File: config.mk
export PLATFORM = sky130hd
export DESIGN_NAME = qs_enq
export DESIGN_NICKNAME = d
export VERILOG_FILES = /design/src/rtl/qs_enq.sv
export SDC_FILE = /design/constraint.sdc
export NUM_CORES = 1
export LEC_CHECK = 0
export ABC_AREA = 1
export BUFFER_PORTS_ARGS = -buffer_cell sky130_fd_sc_hd__buf_2
export CORE_AREA = 3 3 65 82
export CTS_BUF_LIST = sky130_fd_sc_hd__clkbuf_4 sky130_fd_sc_hd__clkbuf_8
export CTS_CLUSTER_SIZE = 30
export DETAILED_ROUTE_END_ITERATION = 12
export DIE_AREA = 0 0 68 85
export GPL_TIMING_DRIVEN = 0
export PLACE_DENSITY = 0.76
export SLEW_MARGIN = 20
export SYNTH_ARGS = -nofsm -noshare
export SYNTH_HDL_FRONTEND = slang
export SYNTH_SLANG_ARGS = --single-unit
File: constraint.sdc
create_clock -name clk -period 2.4 [get_ports clk]
set_clock_uncertainty 0.15 [all_clocks]
set_input_delay 0.24 -clock clk [delete_from_list [all_inputs] [get_ports clk]]
set_output_delay 0.24 -clock clk [all_outputs]
set_load 0.01 [all_outputs]
File: src/rtl/qs_enq.sv
// qs_enq: enqueue stage of the sorter. Streams packets into the current memory bank and
// publishes each finished bank to the scoreboard. Optional stats counters: QS_ENQ_STATS_EN.

package qs_enq_pkg;
    localparam int QS_W       = 32;
    localparam int QS_N       = 16;
    localparam int QS_BANKS_N = 2;

    typedef logic [$clog2(QS_N)-1:0]       addr_t;
    typedef logic [$clog2(QS_BANKS_N)-1:0] bank_id_t;

    typedef enum logic [1:0] {
        BANK_IDLE    = 2'd0,
        BANK_LOADING = 2'd1,
        BANK_LOADED  = 2'd2,
        BANK_SORTED  = 2'd3
    } bank_status_t;

    typedef struct packed {
        bank_status_t status;
        addr_t        n;
        logic         err;
    } bank_state_t;
endpackage

// state | meaning
// IDLE  | waiting for SOP; needs the current bank to read BANK_IDLE
// LOAD  | writing packet words at cnt
// DRAIN | bank full; discard words until EOP
module qs_enq
    import qs_enq_pkg::*;
#(
    parameter int W       = QS_W,
    parameter int N       = QS_N,
    parameter int BANKS_N = QS_BANKS_N
) (
    input  logic         clk,
    input  logic         rst,
    input  logic         in_vld,
    input  logic         in_sop,
    input  logic         in_eop,
    input  logic [W-1:0] in_dat,
    output logic         in_rdy,
    output bank_id_t     bank_idx_r,
    input  bank_state_t  bank_in,
    output logic         bank_out_vld,
    output bank_state_t  bank_out,
    output logic         wr_en_r,
    output addr_t        wr_addr_r,
    output logic [W-1:0] wr_data_r
`ifdef QS_ENQ_STATS_EN
    ,
    output logic [15:0]  pkt_cnt_r,
    output logic [15:0]  drop_cnt_r
`endif
);

    typedef enum logic [1:0] {
        S_IDLE  = 2'd0,
        S_LOAD  = 2'd1,
        S_DRAIN = 2'd2
    } state_t;

    state_t   state_r, state_nxt;
    addr_t    cnt_r, cnt_nxt;
    logic     err_r, err_nxt;
    bank_id_t bank_idx_nxt;
    logic     accept;
    logic     commit;
    logic     drop;
    logic     wr_en_nxt;
    addr_t    wr_addr_nxt;

    always_comb begin
        in_rdy       = rst & ((state_r != S_IDLE) | (bank_in.status == BANK_IDLE));
        accept       = in_vld & in_rdy;
        state_nxt    = state_r;
        cnt_nxt      = cnt_r;
        err_nxt      = err_r;
        bank_idx_nxt = bank_idx_r;
        bank_out_vld = 1'b0;
        bank_out     = bank_in;
        wr_en_nxt    = 1'b0;
        wr_addr_nxt  = cnt_r;
        commit       = 1'b0;
        drop         = 1'b0;

        if (accept) begin
            case (state_r)
                S_IDLE: begin
                    if (in_sop) begin
                        wr_en_nxt   = 1'b1;
                        wr_addr_nxt = '0;
                        cnt_nxt     = addr_t'(1);
                        if (in_eop) begin
                            commit     = 1'b1;
                            bank_out.n = '0;
                        end else begin
                            bank_out_vld    = 1'b1;
                            bank_out.status = BANK_LOADING;
                            bank_out.err    = 1'b0;
                            state_nxt       = S_LOAD;
                        end
                    end else begin
                        drop = 1'b1;
                    end
                end
                S_LOAD: begin
                    // A SOP here means the previous EOP was lost: restart the bank, flag it.
                    wr_en_nxt   = 1'b1;
                    wr_addr_nxt = in_sop ? addr_t'(0) : cnt_r;
                    err_nxt     = err_r | in_sop;
                    if (in_eop) begin
                        commit     = 1'b1;
                        bank_out.n = wr_addr_nxt;
                    end else if (in_sop) begin
                        cnt_nxt = addr_t'(1);
                    end else if (cnt_r == addr_t'(N-1)) begin
                        err_nxt   = 1'b1;
                        state_nxt = S_DRAIN;
                    end else begin
                        cnt_nxt = addr_t'(cnt_r + 1'b1);
                    end
                end
                S_DRAIN: begin
                    drop = 1'b1;
                    if (in_eop) begin
                        commit     = 1'b1;
                        bank_out.n = addr_t'(N-1);
                    end
                end
                default: state_nxt = S_IDLE;
            endcase
        end

        if (commit) begin
            bank_out_vld    = 1'b1;
            bank_out.status = BANK_LOADED;
            bank_out.err    = err_nxt;
            cnt_nxt         = '0;
            err_nxt         = 1'b0;
            state_nxt       = S_IDLE;
            bank_idx_nxt    = (bank_idx_r == bank_id_t'(BANKS_N-1)) ? '0
                                                                  : bank_id_t'(bank_idx_r + 1'b1);
        end
    end

    always_ff @(posedge clk or negedge rst) begin
        if (!rst) begin
            state_r    <= S_IDLE;
            cnt_r      <= '0;
            err_r      <= 1'b0;
            bank_idx_r <= '0;
            wr_en_r    <= 1'b0;
            wr_addr_r  <= '0;
            wr_data_r  <= '0;
        end else begin
            state_r    <= state_nxt;
            cnt_r      <= cnt_nxt;
            err_r      <= err_nxt;
            bank_idx_r <= bank_idx_nxt;
            wr_en_r    <= wr_en_nxt;
            if (wr_en_nxt) begin
                wr_addr_r <= wr_addr_nxt;
                wr_data_r <= in_dat;
            end
        end
    end

`ifdef QS_ENQ_STATS_EN
    always_ff @(posedge clk or negedge rst) begin
        if (!rst) begin
            pkt_cnt_r  <= '0;
            drop_cnt_r <= '0;
        end else begin
            if (commit && pkt_cnt_r != 16'hFFFF)
                pkt_cnt_r <= pkt_cnt_r + 16'd1;
            if (drop && drop_cnt_r != 16'hFFFF)
                drop_cnt_r <= drop_cnt_r + 16'd1;
        end
    end
`endif

endmodule

==> results_dict.tcl, run 1 <==
set metrics [dict create \
    cts_buffers 5 \
    postRouteAntennaNets 0 \
    initial_utilization_pct 48.13 \
    synthXorXnorAreaFrac_pct 0.7752 \
    dieArea_um2 5780 \
    path_buf_inv 4 \
    async_reset_ff_share_pct 100.0 \
    hold-worst-slack_ns 0.005619 \
    critical_path_arrival_ns 1.90 \
    grt_max_degree 46 \
    yosysUniqueCellTypes 24 \
    mappedNetlistNets 338 \
    slowest_stage "dfrtp_1" \
    cts_buffer_depth 2 \
    synth_compound_area_share_pct 4.374 \
    crit_path_max_fanout 10 \
    fmax_ghz 0.4365 \
    ir_drop_mv 0.4592 \
    regArea_um2 1127 \
    finalCriticalPeriod_ns 2.291 \
    swShare_pct 40.07 \
    rows 28 \
    hold_class "in -> reg" \
    syn2layout_area_growth_pct 39.65 \
    design.core.area_um2 4695 \
    ys_ff_latch 45 \
    synth-edff-count 0 \
    vias 2220 \
    seq_area_frac_synth_pct 49.83 \
    syn_area_um2 2260 \
    overflow 0 \
    grtUsageTotal_pct 20.93 \
    max_cap_viol_count 0 \
    power_density_nw_per_um2 1062 \
    relSlewSlack_pct 76.94 \
    vias_per_cell 4.774 \
    outcome "completed" \
    layout.nets 456 \
    tightest_slew_ns 0.3459 \
    critPathTopFamily "simple AND/OR/NAND/NOR gates" \
    synth_adder_area_share_pct 3.876 \
    setup-violations-final 0 \
    post-route-drc-count 0 \
    synthCells 287 \
    clkPwrFrac_pct 16.2 \
    slowest_delay_ns 0.40 \
    clk_latency_ns 0.29 \
    synth_mux_area_share_pct 0 \
    gp_congestion 0.9097 \
    pwr-share-comb_pct 46.4 \
    grt_pass1_vias 2143 \
    design_area_um2 3156 \
    end_kind "primary output" \
    place_hpwl_mm 4.007 \
    period_share_pct 95.45 \
    die-width_um 68 \
    power_leakage_nw 1.799 \
    h-tree-depth 2 \
    routed_wl_mm 5.795 \
    nFillCells 399 \
    io_buffers 89 \
    wl_per_cell_um 12.46 \
    fp.dieH_um 85 \
    first_pass_iters 4 \
    grt_antenna_before_repair 0 \
    pwr-share-seq_pct 37.5 \
    place_area_um2 2780 \
    synth_top_family_by_area "simple AND/OR/NAND/NOR gates" \
    drt_iter0_drc 125 \
    hold_viol_final 0 \
    cellInternalPower_mw 2.009 \
    p_sw_mw 1.343 \
    rrSetupSlack_ns 0.56 \
    cts_root_buf "clkbuf_8" \
    synthSimpleGateAreaFrac_pct 34.44 \
    path_clk_slew_ns 0.07 \
    io_pins 91 \
    worst_setup_path_start_kind "flip-flop" \
    cts_tree "done" \
    clock_sinks 45 \
    avgSynthCellArea_um2 7.873 \
    yosysWarnings 0 \
    diodes 0 \
    cp.required_ns 2.01 \
    final_max_slew_viol_count 0 \
    drive_above_1_share_pct 31.11 \
    grt_pass1_wl_mm 9.349 \
    multi_input_comb_area_um2 1017 \
    crit_type "reg -> out" \
    crit_chain "inv_2 > ha_1 > inv_1 > nand2_2 > nand3_2 > nor2_4 > buf_6 > or2_2 > buf_2" \
    finalSetupTns_ns 0 \
    ys.flop_type "dfrtp_1" \
]
[through the flow]
stage	setup WS [ns]	utilization (%)	std cells	power [mW]
2_1_floorplan	0.5207	-	287	2.164
3_3_place_gp	-0.1237	59.22	436	2.658
3_5_place_dp	-0.1464	59.22	436	2.710
4_1_cts	-0.02992	66.02	462	3.294
5_1_grt	-0.007050	67.22	465	3.645
6_report	0.1091	67.22	465	3.352
[path summary, 6_finish.rpt]
check / depth (start not counted) / from / end
max in group asynchronous: 3 / rst / state_r[0]
min in group asynchronous: 3 / rst / wr_data_r[7]
worst min-delay path: 3 / in_dat[8] / wr_data_r[8]
worst min register to register: 1 / bank_idx_r / bank_idx_r
worst max register to register: 9 / state_r[0] / cnt_r[2]
worst max-delay path: 9 / state_r[1] / bank_out[6]
[synthesized netlist by cell type, types with 2 or more instances]
master | number | area, um^2
nand4_1 | 3 | 18.77
dfrtp_1 | 45 | 1126
nand3b_1 | 2 | 15.01
nand3_1 | 17 | 85.08
o211ai_1 | 2 | 15.01
nor2_2 | 2 | 12.51
xor2_1 | 2 | 17.52
o21ai_2 | 2 | 17.52
nor2_1 | 19 | 71.32
nand2_2 | 2 | 12.51
nand2_1 | 141 | 529.3
buf_2 | 4 | 20.02
buf_6 | 5 | 56.30
inv_1 | 18 | 67.56
a21oi_1 | 8 | 40.04
ha_1 | 7 | 87.58
[kinds of logic after synthesis]
family                     after synthesis
DFF                                     45
AOI/OAI and AO/OA                       15
and+or+nand+nor                        189
buffers and inverters                   29
xor gates and xnor gates                 2
adders and majority gates                7
[sequential cells by signal, indices dropped and copies added, names as in the netlist]
signal	cells
wr_data_r	32
state_r	2
err_r	1
cnt_r	4
bank_idx_r	1
wr_en_r	1
wr_addr_r	4
[metal layers]
metal  vias up  track usage [%]  part of all wire, %
met4         0            8.137                  3.0
met1      1000            23.97                   40
met3        16            3.974                  6.7
li1       1121                -                    -
met2        83            37.19                   50
met5         -                0                    0
[worst register-to-register path: cells and delay by family (launching register included)]
family          cells  cell delay (ns)
fa+ha+maj           1             0.17
compound gates      1             0.27
flops               1             0.44
simple gates        6             0.62
buf+inv             1             0.10
[area by class of cell]
type,count,share of cell area (%)
sequential,45,35.73
timing repair buffer,111,21.57
tap,60,2.379
multi-input combinational,213,32.24
clock inverter,2,1.110
clock buffer,5,2.181
inverter,19,2.260
buffer,10,2.538
[power groups by stage]
stage | Clock [mW] | Sequential, mW | Combinational (mW)
after floorplan | 0 | 1.39 | 0.772
after global placement | 0 | 1.26 | 1.40
after detailed placement | 0 | 1.27 | 1.44
after CTS | 0.559 | 1.25 | 1.48
after global routing | 0.590 | 1.30 | 1.76
final | 0.542 | 1.26 | 1.55
[cell usage in the layout (no fill, tap or decap), drive strengths merged]
master,count
nand2,143
buf,101
dfrtp,45
nor2,21
dlygate4sd3,19
nand3,19
inv,19
a21oi,9
ha,7
clkbuf,6
o21ai,4
nand4,3
o211ai,2
nand3b,2
xor2,2
or2,1
bufinv,1
clkinv,1
[repair_timing]
action                     4_1_cts  5_1_grt
hold endpoints to repair        62        1
pin swaps                        0        0
setup buffers                    0        2
setup endpoints to repair        7        7
hold buffers                    19        1
gates resized for setup          3        8
Note: power is estimated with default switching activity, not from simulation.
==> run 2: changes to the inputs <==
--- a/config.mk
+++ b/config.mk
@@ -8,2 +8,3 @@
 export ABC_AREA = 1
+export ABC_CLOCK_PERIOD_IN_PS = 2400
 export BUFFER_PORTS_ARGS = -buffer_cell sky130_fd_sc_hd__buf_2
==> constraint.sdc (replaced) <==
create_clock -name clk -period 2.4 [get_ports clk]
set_clock_uncertainty 0.15 [all_clocks]
set_input_delay 0.6 -clock clk [delete_from_list [all_inputs] [get_ports clk]]
set_output_delay 0.6 -clock clk [all_outputs]
set_load 0.01 [all_outputs]
==> run 2 against run 1 <==
Against the previous run: the run now ends with setup timing left; cell count decreased by 0.86%; first-iteration DRC count up 17%; die area unchanged; routed wire length shrank 0.55%; critical endpoint is now bank_out[0]; largest power group unchanged.
==> results_dict.tcl, run 2 (same netlist as run 1, synthesis figures left out) <==
set metrics [dict create \
    io_pins 91 \
    h-tree-depth 2 \
    overflow 0 \
    violations "setup timing" \
    worst_setup_path_start_kind "flip-flop" \
    path_buf_inv 3 \
    slowest_delay_ns 0.40 \
    power_mw 3.578 \
    top_regs "wr_data_r: 32 flops, cnt_r: 4 flops, wr_addr_r: 4 flops" \
    vias_per_cell 4.863 \
    max_cap_viol_count 0 \
    io_buffers 89 \
    tightest_slew_ns 0.3742 \
    grt_antenna_before_repair 0 \
    r2r_start "state_r[1]" \
    syn2layout_area_growth_pct 40.03 \
    drt_iter0_drc 146 \
    power_density_nw_per_um2 1131 \
    largest_reg_flops 32 \
    rows 28 \
    final_max_slew_viol_count 0 \
    wl_met2_mm 2.891 \
    initial_utilization_pct 48.13 \
    critical_path_arrival_ns 1.78 \
    post-route-drc-count 0 \
    reg2reg_to "cnt_r[2]" \
    critPathTopFamily "simple AND/OR/NAND/NOR gates" \
    vias 2242 \
    top_register "wr_data_r" \
    die-width_um 68 \
    cts_buffer_depth 2 \
    fmax_ghz 0.3947 \
    wl_per_cell_um 12.50 \
    crit_path_max_fanout 4 \
    placed_cells 436 \
    relSlewSlack_pct 75.06 \
    ir_drop_mv 0.5280 \
    clock_sinks 45 \
    routed_wl_mm 5.763 \
    outcome "complete, but fails checks" \
    final_common_cell "nand2_1" \
    place_hpwl_mm 4.007 \
    end_kind "primary output" \
    cts_buffers 5 \
    gp_congestion 0.9097 \
    wl_met1_mm 2.316 \
    clk_latency_ns 0.29 \
    power_leakage_nw 1.804 \
    dieArea_um2 5780 \
    layout.nets 452 \
    nFillCells 421 \
    hold_buffers 0 \
    cts_root_buf "clkbuf_8" \
    finalSetupTns_ns -0.8320 \
    fp.dieH_um 85 \
    cp.required_ns 1.65 \
    rsz0062_at_grt "true" \
    grt_pass1_wl_mm 9.301 \
    grtUsageTotal_pct 20.76 \
    crit_chain "inv_2 > ha_4 > nand2_4 > nand2_4 > nand3_4 > nor2_4 > buf_6 > nand2_1 > nand2_1 > buf_2" \
    slowest_stage "dfrtp_1" \
    rrSetupSlack_ns 0.33 \
    postRouteAntennaNets 0 \
    fin_util_pct 67.40 \
    period_share_pct 105.6 \
    finalCriticalPeriod_ns 2.533 \
    r2r_cells 10 \
    hold_class "in -> async" \
    drive_above_1_share_pct 37.91 \
    diodes 0 \
    hold_viol_final 0 \
    dr_wl_met3_um 414 \
    design.core.area_um2 4695 \
    grt_max_degree 48 \
    most-common-layout-cells "nand2_1 (140), buf_2 (91), dfrtp_1 (44), buf_4 (17)" \
    first_pass_iters 4 \
    worst_slack_ns -0.1333 \
    routed.top_layer "met4" \
    setup-violations-final 8 \
    grt_pass1_vias 2159 \
    crit_type "reg -> out" \
    final_cells 461 \
    path_clk_slew_ns 0.08 \
    cts_tree "done" \
]
[run 2: final cells by class]
| class | count | area [um^2] | area share, % |
|---|---|---|---|
| Clock buffer | 5 | 68.82 | 2.175 |
| Sequential cell | 45 | 1127 | 35.63 |
| Buffer | 10 | 80.08 | 2.531 |
| Multi-Input combinational cell | 213 | 1091 | 34.48 |
| Timing Repair Buffer | 107 | 609.3 | 19.26 |
| Inverter | 19 | 77.57 | 2.452 |
| Clock inverter | 2 | 35.03 | 1.107 |
| Tap cell | 60 | 75.07 | 2.372 |
[run 2: how the worst max path moves through the flow]
| stage | from | end | depth (start not counted) |
|---|---|---|---|
| final | state_r[0] | bank_out[0] | 10 |
| after global routing | state_r[1] | bank_out[5] | 9 |
| after CTS | state_r[1] | bank_out[6] | 8 |
| after detailed placement | rst | bank_out[4] | 7 |
| after global placement | rst | bank_out[4] | 7 |
| after floorplan | state_r[0] | bank_out[4] | 8 |
[run 2: layer usage]
metal  track usage [%]  up-vias
met5                 0        -
met4             9.584        0
met3             4.106       14
met2             36.23       83
met1             23.60     1030
li1                  -     1115
[run 2: metrics by stage]
step	instance area (um^2)	hold WS, ns	setup slack, ns
2_1_floorplan	2260	0.1544	0.1607
3_3_place_gp	2780	0.2998	-0.8437
3_5_place_dp	2780	0.3019	-0.8664
4_1_cts	3103	0.04871	-0.1653
5_1_grt	3164	0.05344	-0.2690
6_report	3164	0.03611	-0.1333
[run 2: what timing repair did]
item	in CTS	in global routing
setup buffers	12	6
pin swaps	5	5
gates cloned	0	0
endpoints found under the setup margin	9	8
resized for setup	27	7
[run 2: where the power goes]
group / leakage, nW / internal [mW] / total, mW / switching (mW)
Sequential: 0.570 / 1.07 / 1.25 / 0.176
Combinational: 1.18 / 0.763 / 1.78 / 1.02
Clock: 0.0540 / 0.303 / 0.544 / 0.241
Total: 1.80 / 2.14 / 3.58 / 1.44
==> run 3: changes to the inputs <==
MAX_ROUTING_LAYER = met4   (was not set)
==> run 3 against run 2 <==
Against the previous run: the flow still finishes with violations (setup timing); worst hold slack barely moved; via count fell by 0.27%; non-clock buffer count did not move; cell count did not move; flip-flop and latch count is the same.
==> results_dict.tcl, run 3 (same netlist as run 1, synthesis figures left out) <==
set metrics [dict create \
    clock_sinks 45 \
    hold-worst-slack_ns 0.03612 \
    drt_iter0_drc 155 \
    hold_class "in -> async" \
    dpl_worst_slack_ns -0.8664 \
    h-tree-depth 2 \
    rows 28 \
    cts_buffers 5 \
    hold_viol_final 0 \
    top_regs "wr_data_r: 32 flops, cnt_r: 4 flops, wr_addr_r: 4 flops" \
    rsz0062_at_grt "true" \
    crit_path_max_fanout 4 \
    finalSetupTns_ns -0.8303 \
    top_register "wr_data_r" \
    power_mw 3.574 \
    worst_slack_ns -0.1330 \
    largest_reg_flops 32 \
    grt_pass1_wl_mm 9.287 \
    place_area_um2 2780 \
    io_buffers 89 \
    fp.dieH_um 85 \
    setup-violations-final 8 \
    overflow 0 \
    clk_latency_ns 0.29 \
    power_density_nw_per_um2 1130 \
    syn2layout_area_growth_pct 40.03 \
    diodes 0 \
    hold_buffers 0 \
    routed.top_layer "met4" \
    dr_wl_met3_um 442 \
    multi_input_comb_area_um2 1091 \
    routed_wl_mm 5.718 \
    tightest_slew_ns 0.3742 \
    fin_util_pct 67.40 \
    final_cells 461 \
    layout.nets 452 \
    final_max_slew_viol_count 0 \
    cp.required_ns 1.65 \
    grt_max_degree 48 \
    regArea_um2 1127 \
    post-route-drc-count 0 \
    postRouteAntennaNets 0 \
    grt_pass1_vias 2160 \
    power_leakage_nw 1.804 \
    finalCriticalPeriod_ns 2.533 \
    crit_type "reg -> out" \
    cts_buffer_depth 2 \
    placed_cells 436 \
    violations "setup timing" \
    worst_setup_path_start_kind "flip-flop" \
    path_clk_slew_ns 0.08 \
    dieArea_um2 5780 \
    io_pins 91 \
    cts_tree "done" \
    wl_met2_mm 2.865 \
    initial_utilization_pct 48.13 \
    ir_drop_mv 0.5282 \
    vias_per_cell 4.850 \
    wl_per_cell_um 12.40 \
    grt_antenna_before_repair 0 \
    final_common_cell "nand2_1" \
    die-width_um 68 \
    first_pass_iters 4 \
    period_share_pct 105.5 \
    place_hpwl_mm 4.007 \
    design.core.area_um2 4695 \
    gp_congestion 0.9255 \
    rrSetupSlack_ns 0.34 \
    relSlewSlack_pct 75.06 \
    end_kind "primary output" \
    grtUsageTotal_pct 21.31 \
    r2r_cells 10 \
    most-common-layout-cells "nand2_1 (140), buf_2 (91), dfrtp_1 (44), buf_4 (17)" \
    design_area_um2 3164 \
    critical_path_arrival_ns 1.78 \
    r2r_start "state_r[1]" \
    vias 2236 \
    drive_above_1_share_pct 37.91 \
    max_cap_viol_count 0 \
    fmax_ghz 0.3948 \
    reg2reg_to "cnt_r[2]" \
    nFillCells 421 \
    cts_root_buf "clkbuf_8" \
    wl_met1_mm 2.269 \
    outcome "complete, but fails checks" \
]
run 3: cell counts in the layout (fill, tap and decap cells not counted):
No cell type changed its count.
run 3: worst max path at each step:
| stage | cells after the start | endpoint | slack (ns) | from |
|---|---|---|---|---|
| detailed placement | 7 | bank_out[4] | -0.87 | rst |
| CTS | 8 | bank_out[6] | -0.17 | state_r[1] |
| global route | 9 | bank_out[5] | -0.27 | state_r[1] |
| global placement | 7 | bank_out[4] | -0.84 | rst |
| floorplan | 8 | bank_out[4] | 0.16 | state_r[0] |
| finish | 10 | bank_out[0] | -0.13 | state_r[0] |
run 3: power by group:
| part | internal [mW] | switching, mW |
|---|---|---|
| Sequential | 1.07 | 0.176 |
| Clock | 0.303 | 0.240 |
| Combinational | 0.763 | 1.02 |
| Total | 2.14 | 1.44 |
run 3: layout make-up:
type                       instances  area share (%)
tap                               60           2.372
inverter                          19           2.452
clock buffer                       5           2.175
sequential                        45           35.63
clock inverter                     2           1.107
buffer                            10           2.531
timing repair buffer             107           19.26
multi-input combinational        213           34.48
run 3: repair_timing:
item	CTS	global route
buffers inserted	12	6
cloned	0	0
pin swaps	5	5
gates resized for setup	27	7
endpoints found under the setup margin	9	8
run 3: metal layers:
| metal | vias to the layer above | GRT usage (%) |
|---|---|---|
| met3 | 14 | 4.106 |
| met1 | 1020 | 23.43 |
| li1 | 1115 | - |
| met5 | - | - |
| met2 | 87 | 36.23 |
| met4 | 0 | 9.584 |
run 3: critical path, stage by stage, from the launching register on:
cell and delay [ns]:
dfrtp_1 0.40, inv_2 0.12, ha_4 0.20, nand2_4 0.10
nand2_4 0.09, nand3_4 0.07, nor2_4 0.16, buf_6 0.13
nand2_1 0.05, nand2_1 0.05, buf_2 0.12
